--- config.mk ---
export PLATFORM = sky130hd
export DESIGN_NAME = fetch_queue_unit
export DESIGN_NICKNAME = d
export VERILOG_FILES = /design/src/rtl/fetch_queue_unit.sv
export SDC_FILE = /design/constraint.sdc
export NUM_CORES = 1
export LEC_CHECK = 0
export CAP_MARGIN = 20
export CORE_MARGIN = 5
export CORE_UTILIZATION = 55
export DETAILED_ROUTE_END_ITERATION = 10
export HOLD_SLACK_MARGIN = 0.06
export PLACE_DENSITY = 0.79
export SYNTH_ARGS = -nofsm -noshare
export SYNTH_HDL_FRONTEND = slang
export SYNTH_SLANG_ARGS = --single-unit
--- constraint.sdc ---
create_clock -name clk -period 4.1 [get_ports clk]
set_clock_uncertainty 0.05 [all_clocks]
set_input_delay 1.025 -clock clk [delete_from_list [all_inputs] [get_ports clk]]
set_output_delay 1.025 -clock clk [all_outputs]
set_load 0.02 [all_outputs]
--- src/rtl/fetch_queue_unit.sv ---
// fetch_queue_unit: instruction fetch stage with a DEPTH-entry output queue.
//   Owns the PC and issues in-order requests to instruction memory (req_*).
//   Responses (rsp_*) arrive in order with no backpressure. Each response is
//   paired with the PC it was issued for and queued for decode (out_*).
//   A redirect (redir_*) retargets the PC, clears the queue and marks every
//   response still in flight as stale, so those responses are dropped.
// Ports:
//   clk, rst                          clock, synchronous active-high reset
//   req_valid/req_ready/req_addr      fetch request to instruction memory
//   rsp_valid/rsp_data                in-order instruction response
//   out_valid/out_ready/out_pc/out_inst   queue head to decode
//   redir_valid/src/base/imm/jaddr/reg    redirect from downstream

// One queue slot. Kept as its own module so the storage is a flat array of
// identical instances.
module fetch_queue_entry #(
  parameter int W = 64
) (
  input  logic         clk,
  input  logic         rst,
  input  logic         we,
  input  logic [W-1:0] d,
  output logic [W-1:0] q
);
  always_ff @(posedge clk) begin
    if (rst)     q <= '0;
    else if (we) q <= d;
  end
endmodule

module fetch_queue_unit #(
  parameter int          W_ADDR   = 32,
  parameter int          W_INST   = 32,
  parameter int          W_IMM    = 16,
  parameter int          W_JADDR  = 26,
  parameter int          DEPTH    = 4,
  parameter int unsigned RESET_PC = 0
) (
  input  logic               clk,
  input  logic               rst,
  output logic               req_valid,
  input  logic               req_ready,
  output logic [W_ADDR-1:0]  req_addr,
  input  logic               rsp_valid,
  input  logic [W_INST-1:0]  rsp_data,
  output logic               out_valid,
  input  logic               out_ready,
  output logic [W_ADDR-1:0]  out_pc,
  output logic [W_INST-1:0]  out_inst,
  input  logic               redir_valid,
  input  logic [1:0]         redir_src,
  input  logic [W_ADDR-1:0]  redir_base,
  input  logic [W_IMM-1:0]   redir_imm,
  input  logic [W_JADDR-1:0] redir_jaddr,
  input  logic [W_ADDR-1:0]  redir_reg
);
  localparam int AW = $clog2(DEPTH);
  localparam int CW = AW + 1;
  localparam logic [CW:0] DEPTH_S = (CW+1)'(DEPTH);
  // Low PC bits replaced by a jump: jaddr field plus the 2 word-offset bits.
  localparam logic [W_ADDR-1:0] JLO_MASK =
    {{(W_ADDR-W_JADDR-2){1'b0}}, {(W_JADDR+2){1'b1}}};

  localparam logic [1:0] SRC_NONE = 2'd0;
  localparam logic [1:0] SRC_BRCH = 2'd1;
  localparam logic [1:0] SRC_JUMP = 2'd2;
  localparam logic [1:0] SRC_REGF = 2'd3;

  typedef struct packed {
    logic [W_ADDR-1:0] pc;
    logic [W_INST-1:0] inst;
  } fq_ent_t;
  localparam int W_ENT = $bits(fq_ent_t);

  logic [W_ADDR-1:0]              pc;
  logic [CW-1:0]                  count, outstanding, drop;
  logic [AW-1:0]                  q_hd, q_tl;
  // Addresses of requests in flight, oldest at pf_hd; popped per response.
  logic [DEPTH-1:0][W_ADDR-1:0]   pf_mem;
  logic [AW-1:0]                  pf_hd, pf_tl;
  logic [DEPTH-1:0][W_ENT-1:0]    ent_q;
  logic [DEPTH-1:0]               ent_we;
  fq_ent_t                        wr_ent, head_ent;

  logic                           redir_act, issue, pop, push, q_nonempty;
  logic [W_ADDR-1:0]              base_inc, imm_sext, br_off, tgt;

  // ---------------- handshakes ----------------
  assign redir_act  = redir_valid & (redir_src != SRC_NONE);
  assign q_nonempty = (count != '0);

  // Credit rule: queued + in-flight never exceeds DEPTH, so every response
  // is guaranteed a free slot.
  assign req_valid = ~rst & ~redir_valid &
                     (({1'b0, count} + {1'b0, outstanding}) < DEPTH_S);
  assign req_addr  = pc;
  assign issue     = req_valid & req_ready;

  assign out_valid = ~rst & ~redir_valid & q_nonempty;
  assign pop       = out_valid & out_ready;

  // A response is kept only when no stale responses remain ahead of it and
  // no redirect is flushing this cycle.
  assign push      = rsp_valid & ~redir_act & (drop == '0);

  // ---------------- queue storage ----------------
  always_comb begin
    wr_ent      = '0;
    wr_ent.pc   = pf_mem[pf_hd];
    wr_ent.inst = rsp_data;
  end

  for (genvar gi = 0; gi < DEPTH; gi++) begin : g_ent
    assign ent_we[gi] = push & (q_tl == AW'(gi));
    fetch_queue_entry #(.W(W_ENT)) u_ent (
      .clk (clk),
      .rst (rst),
      .we  (ent_we[gi]),
      .d   (wr_ent),
      .q   (ent_q[gi])
    );
  end

  assign head_ent = fq_ent_t'(ent_q[q_hd]);
  // Outputs read zero whenever nothing is queued (and throughout reset).
  assign out_pc   = (~rst & q_nonempty) ? head_ent.pc   : '0;
  assign out_inst = (~rst & q_nonempty) ? head_ent.inst : '0;

  // ---------------- redirect target ----------------
  always_comb begin
    base_inc = redir_base + W_ADDR'(4);
    imm_sext = {{(W_ADDR-W_IMM){redir_imm[W_IMM-1]}}, redir_imm};
    br_off   = imm_sext << 2;
    tgt      = pc;
    case (redir_src)
      SRC_BRCH: tgt = base_inc + br_off;
      SRC_JUMP: tgt = (base_inc & ~JLO_MASK) | W_ADDR'({redir_jaddr, 2'b00});
      SRC_REGF: tgt = redir_reg;
      default:  tgt = pc;
    endcase
  end

  // ---------------- state ----------------
  always_ff @(posedge clk) begin
    if (rst) begin
      pc          <= W_ADDR'(RESET_PC);
      count       <= '0;
      outstanding <= '0;
      drop        <= '0;
      q_hd        <= '0;
      q_tl        <= '0;
      pf_hd       <= '0;
      pf_tl       <= '0;
    end else begin
      // In-flight tracking runs regardless of redirects: stale responses
      // still retire their request and their PC FIFO slot.
      outstanding <= outstanding + CW'(issue) - CW'(rsp_valid);
      if (issue) begin
        pf_mem[pf_tl] <= pc;
        pf_tl         <= pf_tl + 1'b1;
      end
      if (rsp_valid) pf_hd <= pf_hd + 1'b1;

      if (redir_act) begin
        pc    <= tgt;
        count <= '0;
        q_hd  <= '0;
        q_tl  <= '0;
        // Every response still owed to an older request is now stale. No
        // issue can happen this cycle, so outstanding holds only old ones;
        // a response arriving now is itself discarded.
        drop  <= outstanding - CW'(rsp_valid);
      end else begin
        if (issue) pc <= pc + W_ADDR'(4);
        if (push)  q_tl <= q_tl + 1'b1;
        if (pop)   q_hd <= q_hd + 1'b1;
        count <= count + CW'(push) - CW'(pop);
        if (rsp_valid && (drop != '0)) drop <= drop - 1'b1;
      end
    end
  end
endmodule

==> Word level (Yosys, flattened, before mapping) <==
Cells that the tools add are included.
{ "totals": {"elab_cells": 85, "regBits": 433, "out_inout_bits": 98} }
{ "op_classes": {"n_eq_ne": 7, "n_lt_le_gt_ge": 5, "n_addsub": 14, "bitwise": 17, "mux": 14, "n_reduce_logical": 12} }
{ "op_table": {"columns": ["operator", "n"], "rows": [
  ["$mux W32", 6],
  ["$bmux W64 S2", 1],
  ["$bwmux W128", 1],
  ["$pmux W32 S3", 1],
  ["$add A32 B3 Y32 const B", 2],
  ["$bmux W32 S2", 1],
  ["$demux W32 S2", 1],
  ["$mux W64", 1],
  ["$add A32 B32 Y32", 1],
  ["$or A32 B28 Y32", 1],
  ["$and A1 B1 Y1", 13],
  ["$lt A2 B3 Y1 const B", 3],
  ["$sub A3 B1 Y3", 3],
  ["$add A2 B1 Y2 const B", 4],
  ["$eq A2 B2 Y1 const B", 4],
  ["$add A3 B1 Y3", 2],
  ["$mux W3", 2],
  ["$reduce_bool A2 Y1", 3],
  ["$reduce_bool A3 Y1", 2],
  ["$add A3 B3 Y4", 1],
  ["$eq A2 B1 Y1 const B", 2],
  ["$lt A4 B3 Y1 const B", 1],
  ["$ne A4 B1 Y1 const B", 1],
  ["$reduce_and A2 Y1", 2],
  ["7 further kinds", 10]
]} }

==> Depth between registers and ports, before layout <==
Gate-level depths: netlist (run 1).
{ "logic_depth": {"ltp_word": 7, "depth_mapped": 15, "mapped_depth_nobuf": 14} }

==> Cells and area by module <==
Synthesis (run 1) repeated with hierarchy kept, for this count alone.
{ "unflattened": {"hier_cells": 1902, "area_unflattened_um2": 21241.6} }
{ "by_module_without_submodules": {"columns": ["mod", "instances", "area_each_um2", "cells_each", "seq_area_each_um2"], "rows": [
  ["fetch_queue_unit", 1, 12077.8, 1078, 4824.6],
  ["fetch_queue_entry", 4, 2290.9, 206, 1281.2]
]} }

==> Worst setup path after synthesis (run 1) <==
Ideal clock, no wire load.
{ "synth_timing": {"path_kind": "input to register", "start": "input port redir_base[5]", "end": "register pc[26], in the netlist req_addr[26]", "stages": 13, "setup_slack_ns": 0.233, "required_ns": 3.935, "t_arrival_ns": 3.702, "path_buffers": 0, "path_cell_list": "and4_1 > and3_1 > nand3_1 > xnor2_1 > ha_1 > and4_1 > and2_1 > a221oi_1 > o21bai_1 > a221oi_1 > xor2_1 > o21ai_0 > and3_1"} }
{ "synth_between": {"elab_chain_len": 4} }
{ "synth_lines": {"columns": ["item", "line", "rtl"], "rows": [
  ["start, declared", "52", "input logic [W_ADDR-1:0] redir_base,"],
  ["$add A32 B3 Y32", "131", "base_inc = redir_base + W_ADDR'(4);"],
  ["$add A32 B32 Y32", "136", "SRC_BRCH: tgt = base_inc + br_off;"],
  ["$pmux W32 S3", "135", "case (redir_src)"],
  ["$mux W32", "164", "if (redir_act) begin"],
  ["end signal, assigned", "146", "pc <= W_ADDR'(RESET_PC);"],
  ["end signal, assigned", "165", "pc <= tgt;"],
  ["end signal, assigned", "174", "if (issue) pc <= pc + W_ADDR'(4);"],
  ["end, declared", "75", "logic [W_ADDR-1:0] pc;"]
]} }
No other way between the ends.
A chain may end at the register's enable or synchronous reset.

==> Final worst setup path (run 1) <==
{ "layout_timing": {"start": "input port redir_valid", "end": "output port req_valid"} }
{ "layout_between": {"elab_chain_len": 3} }
{ "layout_lines": {"columns": ["item", "line", "rtl"], "rows": [
  ["start, declared", "50", "input logic redir_valid,"],
  ["$not A1 Y1", "94", "assign req_valid = ~rst & ~redir_valid &"],
  ["$and A1 B1 Y1 (2 in series)", "94", null],
  ["end, declared", "41", "output logic req_valid,"]
]} }
No other way between the ends.

==> results of run 1 <==
[per-layer routing]
metal | GRT usage (%) | share of wire, %
met2 | 48.5 | 50
met5 | 0 | 0
met1 | 35.9 | 39
met4 | 9.62 | 3.0
met3 | 4.73 | 8.2
[final cells by class]
class / instances / share of cell area, %
tap: 511 / 2.44
multi-input combinational: 1579 / 38.9
antenna: 1 / 0.00954
clock inverter: 16 / 0.654
sequential: 433 / 38.0
inverter: 28 / 0.401
clock buffer: 65 / 4.97
timing repair buffer: 405 / 14.6
[power groups by stage]
stage | Sequential (W) | Combinational, W | Clock (W)
6_report | 0.00474 | 0.00163 | 0.00404
3_3_place_gp | 0.00481 | 0.00154 | 0
3_5_place_dp | 0.00482 | 0.00158 | 0
5_1_grt | 0.00475 | 0.00176 | 0.00426
2_1_floorplan | 0.00478 | 0.000909 | 0
4_1_cts | 0.00473 | 0.00161 | 0.00406
[cells by family (layout without fill, tap and decap cells)]
kind of cell | Yosys count | count (layout)
and+or+nand+nor | 867 | 867
AOI/OAI and AO/OA | 488 | 488
DFF | 433 | 433
buffers and inverters | 179 | 514
muxes | 102 | 102
xor gates and xnor gates | 62 | 62
adders and majority gates | 60 | 60
other | 0 | 1
[flip-flops by register name, indices dropped and copies added, names as in the netlist]
register	count
g_ent.u_ent.q	256
pf_mem	128
req_addr	32
count	3
drop	3
outstanding	3
pf_hd	2
pf_tl	2
q_hd	2
q_tl	2
[cell usage in the layout, fill, tap and decap left out, types with 10 or more instances in the layout]
master / instances
nand2_1: 591
a21oi_1: 326
dfxtp_1: 301
clkdlybuf4s50_1: 242
buf_4: 149
edfxtp_1: 128
mux4_2: 96
nor2b_1: 68
ha_1: 57
nor2_1: 54
clkbuf_16: 46
xnor2_1: 43
o21ai_0: 41
nand3_1: 39
inv_1: 27
a21o_1: 23
a221oi_1: 21
nor3_1: 20
nand4_1: 19
xor2_1: 18
and3_1: 15
and4_1: 12
and2_1: 11
clkbuf_1: 11
buf_12: 11
a22oi_1: 10
[repair_timing]
action                     4_1_cts  5_1_grt
gates resized for setup          0        8
buffers inserted                 0        0
setup endpoints to repair        0        6
[worst reg2reg max path, delay by kind of cell (launching register included)]
| kind | cells | cell delay [ns] |
|---|---|---|
| compound gates | 4 | 0.67 |
| simple gates | 4 | 1.66 |
| fa+ha+maj | 1 | 0.30 |
| flops | 1 | 0.51 |
[worst max path at each step]
stage / to / slack [ns] / depth (start not counted)
after floorplan: req_addr[26] / 0.23 / 13
after global placement: req_addr[21] / -0.34 / 16
after detailed placement: req_addr[27] / -0.43 / 16
after CTS: req_valid / 0.07 / 4
after global routing: req_addr[27] / 0.002 / 16
final: req_valid / 0.06 / 4
[metrics by stage]
| step | hold slack [ns] | utilization, % | setup slack, ns | area [um^2] |
|---|---|---|---|---|
| global placement | 0.388 | 65.8 | -0.341 | 24700 |
| CTS | 0.402 | 69.7 | 0.0732 | 26100 |
| finish | 0.400 | 70.0 | 0.0594 | 26200 |
| detailed placement | 0.394 | 65.8 | -0.434 | 24700 |
| floorplan | 0.383 | - | 0.233 | 20800 |
| global route | 0.416 | 69.9 | 0.00242 | 26200 |
==> out/qor.csv, run 1 <==
metric;value;unit
status;finished, final reports clean;
grt_pass1_vias;18200;
synth_edf_count;128;
ys.warnings.count;0;
dr.pass1.iters;5;
crit_path_frequent_cell;clkdlybuf4s50_1;
timing.final.crit_share;98.6;%
final_cells;3038;
synth_largest_area_cell;dfxtp_1;
drt-initial-drc-count;1539;
clkPwrFrac;38.8;%
ios;244;
wl_per_cell;19.7;um
fp.dieW;204;um
crit_type;in2out;
hp-start;g_ent[1].u_ent.q[5];
dp_hpwl;39700;um
switchingPower;0.00267;W
r2r-end;req_addr[30];
cp_data_arrival_time;2.97;ns
post-synth-top-area-fraction;29.4;%
fill_cells;2768;
synthSimpleGateAreaFrac;18.3;%
numCtsBuffers;44;
cap_violations;0;
drc;0;
synth_compound_area_share;13.5;%
min_to;g_ent[1].u_ent.q[5];
ys_seq_elements;433;
die_h;204;um
p_seq_share;45.5;%
yosys-top-cells-count;nand2_1 (595), a21oi_1 (328), dfxtp_1 (305);
syn2layout_area_growth;26.1;%
critPathCaptureType;output pin;
rows;71;
clk_latency;0.55;ns
final.setup.tns;0;ns
multi_input_area;0.0102;mm^2
setup_viol;0;
seq_area;0.00996;mm^2
netlist_instances;2191;
clk_path_buf_depth;3;
vias_per_cell;5.92;
yosysUniqueCellTypes;67;
reg2reg_slack;0.83;ns
slew_viol_final;0;
numClockSinks;433;
p_total;0.0104;W
synth_top_family_by_area;simple AND/OR/NAND/NOR gates;
h-tree-depth;2;
cts_hold_buf;0;
grt_max_degree;117;
cp-startpoint;redir_valid;
rsz0062_at_grt;no;
portBuffers;243;
swShare;25.7;%
grtUsageTotal;28.0;%
die_area;0.0418;mm^2
crit_fanout;2;
drive_gt1_share;14.3;%
synth_fp_nets;2397;
r2r-start;req_addr[2];
place_congestion;0.931;
path_delay_family;buffers and inverters;
slew_headroom;40.2;%
synthAdderAreaFrac;3.72;%
num_vias;18000;
grt_antenna_before_repair;0;
comb_power_share;15.6;%
layout.nets;2697;
yosys.area_share.xor_xnor;2.61;%
power_density;397;mW/mm^2
synthMostInstantiatedCell;nand2_1;
critPathMaxStageDelay;0.67;ns
route.antenna.remaining_nets;0;
cts_tree;done;
routed_wl;60000;um
core_area;0.0375;mm^2
critPathRequiredTime;3.02;ns
fmax;0.247;GHz
clockRootBuffer;clkbuf_16;
syn_area;0.0208;mm^2
p_int;0.00773;W
crit_path_start_kind;input pin;
hold_depth;2;
yosys-top-cells-area;dfxtp_1 (29%), edfxtp_1 (18%), nand2_1 (11%), mux4_2 (10%), a21oi_1 (7.9%);
dp_cells;2954;
synth-seq-area-share;47.9;%
hold_viol_final;0;
worstRegToRegCells;9;
worst_slew_pin_slew;0.897;ns
synthFlopType;dfxtp_1;
cp_slowest_cell;clkdlybuf4s50_1;
crit_chain;clkdlybuf4s50_1, or4_4, nor3_4, clkdlybuf4s50_1;
start_util;55.5;%
final.min_clock_period;4.04;ns
async_flop_share;0;%
clk_pin_slew;0.06;ns
synth_mux_area_share;10.7;%
p_leak;9.05;nW
grt_pass1_wl;94900;um
cp_num_buf_inv;2;
overflow;0;
hold_class;reg2reg;
ir_drop;0.000336;V
postSynthAreaPerCell;9.49;um^2
Power figures use the tool's default switching activity.
==> inputs of run 2 (changes only) <==
- CAP_MARGIN: 20 -> default
- clock period: 4.1 -> 4.2 ns (I/O delays scaled with it)
==> out/qor.csv, run 2 (synthesized netlist as in run 1, its figures left out) <==
metric;value;unit;change
finish.utilization;69.5;%;-0.41 points
p_leak;8.96;nW;-1.0%
dp_cells;2953;;-0.034%
final.min_clock_period;4.03;ns;
layout.nets;2693;;-0.15%
syn2layout_area_growth;25.4;%;
vias_per_cell;5.85;;-1.2%
die_h;204;um;unchanged
rsz0062_at_grt;no;;
seq_area;0.00996;mm^2;unchanged
overflow;0;;unchanged
reg2reg_slack;1.01;ns;+0.18 ns
drive_gt1_share;14.1;%;-0.21 points
status;finished, final reports clean;;
route.antenna.remaining_nets;0;;unchanged
fp.dieW;204;um;unchanged
dpl_cell_area;0.0246;mm^2;-0.18%
core_area;0.0375;mm^2;unchanged
drt-initial-drc-count;1200;;-22%
setup_viol;0;;unchanged
cap_violations;0;;unchanged
fill_cells;2789;;+0.76%
numCtsBuffers;43;;-2.3%
hold_slack;0.400;ns;-0.000336 ns
grt_pass1_vias;18000;;-0.73%
num_vias;17700;;-1.4%
crit_fanout;2;;unchanged
layout_commonest_cell;nand2_1;;
dr.pass1.iters;8;;+3
numClockSinks;433;;unchanged
design_area;0.0261;mm^2;-0.59%
drc;0;;unchanged
grt_max_degree;108;;-7.7%
place_congestion;0.954;;+2.5%
cts_tree;done;;
layout.cells.most_common_list;nand2_1 (591), a21oi_1 (325), dfxtp_1 (301), clkdlybuf4s50_1 (242), buf_4 (151);;
timing.final.crit_share;96.0;%;
max_flop_register;g_ent.u_ent.q;;
crit_path_start_kind;input pin;;
clk_pin_slew;0.06;ns;about the same
rows;71;;unchanged
hold_viol_final;0;;unchanged
ios;244;;unchanged
crit_type;in2out;;
routed_wl;58900;um;-1.8%
power_density;385;mW/mm^2;-2.8%
multi_input_area;0.0102;mm^2;about the same
die_area;0.0418;mm^2;unchanged
hold_class;reg2reg;;
slew_headroom;22.2;%;-18 points
critPathRequiredTime;3.10;ns;+0.08 ns
clk_latency;0.55;ns;about the same
insertedDiodeCount;0;;-1
portBuffers;243;;unchanged
slew_viol_final;0;;unchanged
postCtsSetupRepairBufs;0;;unchanged
h-tree-depth;2;;unchanged
critPathMaxStageDelay;0.65;ns;-0.02 ns
fmax;0.248;GHz;
dp_hpwl;38800;um;-2.2%
largest_reg_flops;256;;unchanged
cts_hold_buf;0;;unchanged
ir_drop;0.000283;V;-16%
crit_chain;clkdlybuf4s50_1, or4_4, nor3_4, clkdlybuf4s50_1;;
grt_antenna_before_repair;1;;+1
grt_pass1_wl;93400;um;-1.6%
start_util;55.5;%;unchanged
cp_data_arrival_time;2.93;ns;-0.04 ns
clockRootBuffer;clkbuf_16;;
cp_slowest_cell;clkdlybuf4s50_1;;
worst_slew_pin_slew;1.17;ns;+0.270 ns
grtUsageTotal;27.7;%;-0.36 points
wl_per_cell;19.4;um;-1.6%
clk_path_buf_depth;3;;unchanged
critPathCaptureType;output pin;;
crit_path_frequent_cell;clkdlybuf4s50_1;;
final_cells;3032;;-0.20%
run 2: cell count changes in the layout (fill, tap and decap cells not counted), moves of 2 or more:
| cell | previous run | this run |
|---|---|---|
| buf_16 | 2 | 0 |
| clkbuf_8 | 9 | 7 |
| clkinv_2 | 9 | 6 |
| clkinv_4 | 0 | 2 |
| clkbuf_1 | 11 | 13 |
| buf_12 | 11 | 8 |
| buf_4 | 149 | 151 |
run 2: final cells by class:
cell class / count / share of cell area, %
multi-input combinational: 1579 / 39.2
sequential: 433 / 38.2
timing repair buffer: 402 / 14.3
clock buffer: 64 / 4.82
tap: 511 / 2.45
clock inverter: 15 / 0.619
inverter: 28 / 0.403
run 2: path summary, 6_finish.rpt:
kind | cells past startpoint | from | endpoint
setup / recovery | 4 | redir_valid | req_valid
hold / removal | 2 | g_ent[3].u_ent.q[54] | g_ent[3].u_ent.q[54]
setup reg to reg | 13 | count[1] | outstanding[2]
hold reg to reg | 2 | g_ent[3].u_ent.q[54] | g_ent[3].u_ent.q[54]
run 2: where the power goes:
group / total [W] / leakage [nW] / internal (W) / switching [W]
Sequential: 0.00462 / 3.66 / 0.00446 / 0.000164
Clock: 0.00385 / 0.695 / 0.00226 / 0.00159
Combinational: 0.00157 / 4.61 / 0.000744 / 0.000826
Total: 0.0100 / 8.96 / 0.00747 / 0.00258
run 2: stage by stage:
step	TNS, ns	setup slack, ns	total power [W]
after floorplan	0	0.308	0.00555
after global placement	-2.20	-0.272	0.00620
after detailed placement	-3.66	-0.395	0.00625
after CTS	0	0.144	0.0101
after global routing	0	0.0109	0.0104
final	0	0.169	0.0100
run 2: critical path: cells and delay by family:
| family | cells | cell delay [ns] |
|---|---|---|
| simple gates | 2 | 0.79 |
| buf+inv | 2 | 1.09 |
run 2: layer usage:
metal | global-route usage (%) | vias up | share of wire [%]
li1 | - | 8345 | -
met1 | 34.9 | 8405 | 39
met2 | 47.7 | 821 | 49
met3 | 5.47 | 153 | 8.7
met4 | 9.91 | 2 | 3.4
met5 | 0 | - | 0.032
run 2: repair_timing:
item / in CTS / in global routing
resized for setup: 0 / 10
setup endpoints to repair: 0 / 2
endpoints found under the hold margin: 0 / 0
==> inputs of run 3 (changes only) <==
- DONT_BUFFER_PORTS: default -> 1
- PLACE_DENSITY: 0.79 -> 0.7
==> out/qor.csv, run 3 (synthesized netlist as in run 1, its figures left out) <==
metric;value;unit;change
ios;244;;unchanged
critPathMaxStageDelay;1.02;ns;+0.37 ns
layout_commonest_cell;nand2_1;;
portBuffers;0;;-100%
timing.final.crit_share;87.9;%;-8.1 points
cp_data_arrival_time;2.59;ns;-0.34 ns
setup_viol;0;;unchanged
cp_slowest_cell;o31ai_4;;
drive_gt1_share;11.2;%;-2.9 points
clockRootBuffer;clkbuf_16;;
cap_violations;0;;unchanged
grtUsageTotal;26.4;%;-1.3 points
layout.nets;2348;;-13%
final.setup.tns;0;ns;unchanged
die_h;204;um;unchanged
largest_reg_flops;256;;unchanged
overflow;0;;unchanged
max_flop_register;g_ent.u_ent.q;;
place_congestion;0.914;;-4.2%
power_density;432;mW/mm^2;+12%
cts_resized;0;;unchanged
grt_max_degree;295;;+170%
die_area;0.0418;mm^2;unchanged
numCtsBuffers;45;;+4.7%
rows;71;;unchanged
cts_tree;done;;
dp_hpwl;37100;um;-4.5%
worst_slew_pin_slew;1.21;ns;+0.0478 ns
syn2layout_area_growth;10.4;%;
vias_per_cell;5.96;;+2.0%
h-tree-depth;2;;unchanged
start_util;55.5;%;unchanged
drt-initial-drc-count;1339;;+12%
critPathRequiredTime;3.10;ns;about the same
slew_headroom;19.0;%;-3.2 points
rsz0062_at_grt;no;;
clk_pin_slew;0.06;ns;about the same
dr.pass1.iters;5;;-3
ir_drop;0.000270;V;-4.9%
drc;0;;unchanged
clk_latency;0.55;ns;about the same
fp.dieW;204;um;unchanged
crit_path_start_kind;register;;
route.antenna.remaining_nets;0;;unchanged
final.min_clock_period;3.69;ns;-0.339 ns
routed_wl;56000;um;-4.9%
finish.utilization;61.2;%;-8.3 points
slew_viol_final;0;;unchanged
grt_pass1_vias;16200;;-10%
fmax;0.271;GHz;+9.2%
wl_per_cell;20.8;um;+7.2%
cts_hold_buf;0;;unchanged
crit_fanout;23;;+21
p_leak;7.60;nW;-15%
core_area;0.0375;mm^2;unchanged
layout.cells.most_common_list;nand2_1 (591), a21oi_1 (328), dfxtp_1 (302), edfxtp_1 (128), mux4_2 (96);;
critPathCaptureType;output pin;;
hold_viol_final;0;;unchanged
status;finished, final reports clean;;
postCtsSetupRepairBufs;0;;unchanged
crit_type;reg2out;;
grt_pass1_wl;88900;um;-4.8%
numClockSinks;433;;unchanged
num_vias;16000;;-9.5%
grt_antenna_before_repair;1;;unchanged
hold_class;reg2reg;;
clk_path_buf_depth;3;;unchanged
crit_chain;o31ai_4, buf_4, nor2b_1;;
-- run 3: cell count changes in the layout (fill, tap and decap cells not counted), sizes merged --
cell / previous run / this run
clkinv: 10 / 6
clkbuf: 65 / 69
clkdlybuf4s50: 242 / 0
bufinv: 3 / 6
buf: 159 / 55
diode: 0 / 1
-- run 3: cell type report --
| class | instances | area [um^2] |
|---|---|---|
| Antenna cell | 1 | 2.50 |
| Clock buffer | 69 | 1330 |
| Clock inverter | 14 | 229 |
| Fill cell | 3118 | 14500 |
| Inverter | 28 | 105 |
| Multi-Input combinational cell | 1579 | 10200 |
| Sequential cell | 433 | 9960 |
| Tap cell | 511 | 639 |
| Timing Repair Buffer | 55 | 500 |
-- run 3: worst paths after layout --
path	startpoint	depth (start not counted)	slack [ns]	to
setup / recovery	count[1]	3	0.51	out_pc[0]
hold / removal	g_ent[2].u_ent.q[61]	2	0.40	g_ent[2].u_ent.q[61]
setup reg to reg	count[1]	11	0.82	count[2]
hold reg to reg	g_ent[2].u_ent.q[61]	2	0.40	g_ent[2].u_ent.q[61]
-- run 3: power by group --
group	total (W)	internal, W	switching, W
Sequential	0.00463	0.00446	0.000168
Clock	0.00414	0.00255	0.00159
Combinational	0.00115	0.000477	0.000677
Total	0.00992	0.00749	0.00243
-- run 3: through the flow --
stage               hold WS (ns)  setup WS, ns  power [W]  instances  area (um^2)
finish                     0.402         0.508    0.00992       2690        22900
global route               0.414         0.367     0.0103       2689        22900
CTS                        0.401         0.487    0.00999       2689        22900
detailed placement         0.393        0.0312    0.00587       2606        21400
global placement           0.388         0.102    0.00583       2606        21400
floorplan                  0.383         0.308    0.00555       2191        20800
-- run 3: per-layer routing --
layer  GRT usage (%)  part of all wire, %  up-vias
met5               0                    0        -
met4            6.53                  2.0        0
met3            5.57                  7.4       90
met2            45.5                   49      526
met1            34.3                   42     7780
li1                -                    -     7639
-- run 3: worst max-delay path, delay by kind of cell (launching register included) --
| kind | cells | cell delay (ns) |
|---|---|---|
| compound gates | 1 | 1.02 |
| buf+inv | 1 | 0.43 |
| flops | 1 | 0.38 |
| simple gates | 1 | 0.20 |
